==> src/rtl/uart_reg_arb.sv <==
// uart_reg_arb: round-robin arbiter sharing one uart_top register port between N_REQ requesters.
module uart_reg_arb #(
  parameter int         N_REQ      = 2,
  parameter logic [4:0] IDLE_RADDR = 5'h00
) (
  input  logic                 clk_i,
  input  logic                 reset_i,
  input  logic [N_REQ-1:0]     req_valid_i,
  input  logic [N_REQ-1:0]     req_we_i,
  input  logic [5*N_REQ-1:0]   req_addr_i,
  input  logic [32*N_REQ-1:0]  req_wdata_i,
  output logic [N_REQ-1:0]     req_ready_o,
  output logic [N_REQ-1:0]     rsp_valid_o,
  output logic [31:0]          rsp_rdata_o,
  output logic                 reg_we_o,
  output logic [4:0]           reg_waddr_o,
  output logic [31:0]          reg_wdata_o,
  output logic [4:0]           reg_raddr_o,
  input  logic [31:0]          reg_rdata_i
);
  localparam int PW = (N_REQ > 1) ? $clog2(N_REQ) : 1;
  typedef enum logic [1:0] {IDLE, ISSUE, RESP} state_t;
  state_t        state_q, state_d;
  logic [PW-1:0] ptr_q, ptr_d, win_q, win_d, pick;
  logic          we_q, we_d, found;
  logic [4:0]    addr_q, addr_d;
  logic [31:0]   wdata_q, wdata_d, rdata_q, rdata_d;
  always_comb begin
    found = 1'b0;
    pick  = ptr_q;
    for (int i = 1; i <= N_REQ; i++) begin
      if (!found && req_valid_i[(int'(ptr_q) + i) % N_REQ]) begin
        found = 1'b1;
        pick  = PW'((int'(ptr_q) + i) % N_REQ);
      end
    end
  end
  always_comb begin
    state_d = state_q;
    ptr_d   = ptr_q;
    win_d   = win_q;
    we_d    = we_q;
    addr_d  = addr_q;
    wdata_d = wdata_q;
    rdata_d = rdata_q;
    case (state_q)
      IDLE: if (found) begin
        win_d   = pick;
        ptr_d   = pick;
        we_d    = req_we_i[pick];
        addr_d  = req_addr_i[5*int'(pick) +: 5];
        wdata_d = req_wdata_i[32*int'(pick) +: 32];
        state_d = ISSUE;
      end
      ISSUE: begin
        rdata_d = we_q ? rdata_q : reg_rdata_i;
        state_d = we_q ? IDLE : RESP;
      end
      default: state_d = IDLE;
    endcase
  end
  always_ff @(posedge clk_i or posedge reset_i) begin
    if (reset_i) begin
      state_q <= IDLE;
      ptr_q   <= PW'(N_REQ - 1);
      win_q   <= '0;
      we_q    <= 1'b0;
      addr_q  <= '0;
      wdata_q <= '0;
      rdata_q <= '0;
    end else begin
      state_q <= state_d;
      ptr_q   <= ptr_d;
      win_q   <= win_d;
      we_q    <= we_d;
      addr_q  <= addr_d;
      wdata_q <= wdata_d;
      rdata_q <= rdata_d;
    end
  end
  // Read address leaves IDLE_RADDR only during a granted read, so the RX FIFO pops once per grant.
  assign req_ready_o = (state_q == ISSUE) ? (N_REQ'(1) << win_q) : '0;
  assign rsp_valid_o = (state_q == RESP) ? (N_REQ'(1) << win_q) : '0;
  assign rsp_rdata_o = (state_q == RESP) ? rdata_q : '0;
  assign reg_we_o    = (state_q == ISSUE) && we_q;
  assign reg_waddr_o = reg_we_o ? addr_q : '0;
  assign reg_wdata_o = reg_we_o ? wdata_q : '0;
  assign reg_raddr_o = ((state_q == ISSUE) && !we_q) ? addr_q : IDLE_RADDR;
endmodule

==> config.mk <==
export PLATFORM = sky130hd
export DESIGN_NAME = uart_reg_arb
export DESIGN_NICKNAME = d
export VERILOG_FILES = /design/src/rtl/uart_reg_arb.sv
export SDC_FILE = /design/constraint.sdc
export NUM_CORES = 1
export LEC_CHECK = 0
export CORE_MARGIN = 10
export CORE_UTILIZATION = 44
export DETAILED_ROUTE_END_ITERATION = 8
export HOLD_SLACK_MARGIN = 0.06
export PLACE_DENSITY = 0.95
export SLEW_MARGIN = 20
export SYNTH_ARGS = -nofsm -noshare
export SYNTH_HDL_FRONTEND = slang
export SYNTH_SLANG_ARGS = --single-unit
==> constraint.sdc <==
create_clock -name clk_i -period 5.85 [get_ports clk_i]
set_input_delay 0.8775 -clock clk_i [delete_from_list [all_inputs] [get_ports clk_i]]
set_output_delay 0.8775 -clock clk_i [all_outputs]
set_load 0.1 [all_outputs]
==> metrics.yaml <==
routing:
  ant_nets: 0
  vias: 3679
  initialDrtViolationCount: 222
  drc: 0
  post_drt_wl_per_cell_um: 19.3
  wl_mm: 13.0
  drt-pass1-iter-count: 5
  vias_per_cell: 5.47
synth:
  synth_top_area_share_pct: 47.3
  synth-async-reset-ratio_pct: 100
  synth_commonest_cells: "and2_1, dfrtp_1, a21oi_1, nand3_1, o21ai_0"
  syn_inst: 393
  synth_fp_nets: 505
  yosysWarnings: 0
  synth_cell_type_count: 23
  synth_most_common_cell: "and2_1"
  ys_ff_latch: 74
  synth_edf_count: 0
  syn-cell-area_um2: 3860
  synth_ff_type: "dfrtp_1"
  synth_area_leaders: "dfrtp_1, and2_1, mux2_2"
  syn_avg_cell_area_um2: 9.82
  yosysSeqAreaShare_pct: 48.0
  synth_area_leader_cell: "dfrtp_1"
cts:
  numCtsBuffers: 9
  insertion_delay_ps: 330
  cts_tree: "done"
  htree_levels: 3
  path_clk_slew_ps: 80
  post_cts_resized: 0
  postCtsSetupBuffers: 0
  clockRootBuffer: "clkbuf_8"
  cts_hold_buf: 0
  cts_sinks: 74
  cts_buffer_depth: 2
power_and_ir_drop:
  leakage_nw: 2.31
  powerDensity_nw_per_um2: 651
  vdd_drop_max_v: 0.000296
  total_power_mw: 3.86
sta:
  maxSlewHeadroom_pct: 31.5
  hold_slack_ps: 484
  fin_crit_sh_pct: 69.6
  worst_slew_pin_slew_ps: 1020
  slew_violations: 0
  skew_ps: 10.7
  finalCriticalPeriod_ps: 4070
  rsz0062_at_grt: "no"
  setup_viol: 0
  fmax_ghz: 0.246
  worst_slack_ps: 1780
  finalHoldViolCount: 0
  fin_tns_setup_ps: 0
final_layout:
  nNetsFinal: 672
  seq_area_um2: 1850
  drive_above_1_share_pct: 11.2
  multiInputGateArea_um2: 1820
  final_core_util_pct: 68.8
  syn2layout_area_growth_pct: 53.8
  diodes: 0
  num-fill-cells: 665
setup_path:
  crit_arrival_ps: 3190
  cpPeakStageDelay_ps: 1150
  cp_slowest_cell: "clkdlybuf4s50_1"
  crit_type: "reg -> out"
  path_delay_family: "simple AND/OR/NAND/NOR gates"
  critPathMaxFanout: 38
  cp-end-kind: "output pin"
  critPathLaunchType: "register"
  critical_path_buf_inv_count: 1
  cp.required_ps: 4970
  path_cells: "nand2b_1, nor2_4, and2_1, clkdlybuf4s50_1"
global_route:
  antenna_found_initial: 0
  grt_max_degree: 75
  grt_pass1_vias: 3886
  grt_overflow_total: 0
  grt_pass1_wl_mm: 20.6
  track_usage_pct: 19.6
flow_run:
  maxCapViolCount: 0
floorplanning:
  die_y_um: 114
  num_rows: 34
  die_x_um: 114
  dieArea_um2: 12900
  io_pins: 191
  start_util_pct: 44.7
  core_area_um2: 8640
status:
  status: "completed"
placed_design:
  portBuffers: 190
  post-place-ws_ps: 1890
  dp_hpwl_mm: 9.67
  gp_congestion: 0.792
min_path:
  hold_path.class: "reg -> reg"
## power breakdown
part / switching (mW) / total [mW] / internal [mW]
Sequential: 0.140 / 0.921 / 0.781
Combinational: 1.87 / 2.59 / 0.722
Clock: 0.188 / 0.352 / 0.164
Total: 2.20 / 3.86 / 1.67
## registers in the layout, indices dropped and copies added, names as in the netlist
signal	flops
rdata_q	32
wdata_q	32
addr_q	5
state_q	2
ptr_q	1
we_q	1
win_q	1
## kinds of logic (layout without fill, tap and decap cells)
logic type | count (synthesis) | in the layout | synth area share, %
AO/OA/AOI/OAI | 114 | 114 | 17.6
buffers and inverters | 43 | 215 | 5.45
multiplexers | 34 | 34 | 9.92
flip-flops | 74 | 74 | 48.0
AND/OR/NAND/NOR | 128 | 128 | 19.0
## cell usage in the layout, fill, tap and decap left out, types with 2 or more instances in the layout
| cell | count |
|---|---|
| a31oi_2 | 10 |
| mux2_2 | 23 |
| clkbuf_8 | 10 |
| clkinv_2 | 4 |
| nor2_1 | 3 |
| and2_2 | 2 |
| clkdlybuf4s50_1 | 190 |
| buf_4 | 6 |
| o21ai_1 | 2 |
| and2_1 | 76 |
| dfrtp_1 | 73 |
| inv_1 | 2 |
| a21oi_1 | 38 |
| clkinvlp_4 | 2 |
| nor2_4 | 2 |
| o21ai_0 | 36 |
| mux2_1 | 11 |
| nand3_1 | 38 |
| a31oi_1 | 28 |
| nor2_2 | 2 |
## cell type report
type | instances | area share [%]
well taps | 108 | 2.28
inverters | 3 | 0.211
repair buffers | 196 | 32.8
clock buffers | 11 | 2.38
clock inverters | 5 | 0.506
flip-flops and latches | 74 | 31.2
multi-input cells | 276 | 30.6
## per-layer routing
| metal | vias up | GRT usage [%] | part of all wire [%] | routed length [um] |
|---|---|---|---|---|
| met5 | - | 0 | 0 | 0 |
| met4 | 0 | 7.61 | 3.1 | 400 |
| met3 | 31 | 6.98 | 8.8 | 1140 |
| met2 | 164 | 32.6 | 49 | 6370 |
| met1 | 1770 | 22.5 | 39 | 5080 |
| li1 | 1714 | - | - | - |
## through the flow
stage	cell area, um2	cells
floorplan	3860	393
global placement	5760	657
detailed placement	5760	657
CTS	5930	673
global route	5940	673
finish	5940	673
## path summary, 6_finish.rpt
path                                  end  depth (start not counted)       start  slack, ps
max reg2reg                         win_q                          4  state_q[0]       3620
max in group asynchronous     wdata_q[27]                          3     reset_i       4070
min in group asynchronous      wdata_q[0]                          3     reset_i       1150
min reg2reg                    rdata_q[5]                          1  rdata_q[5]        480
max                        reg_raddr_o[4]                          4  state_q[1]       1780
min                            rdata_q[5]                          1  rdata_q[5]        480
Power figures use the tool's default switching activity.
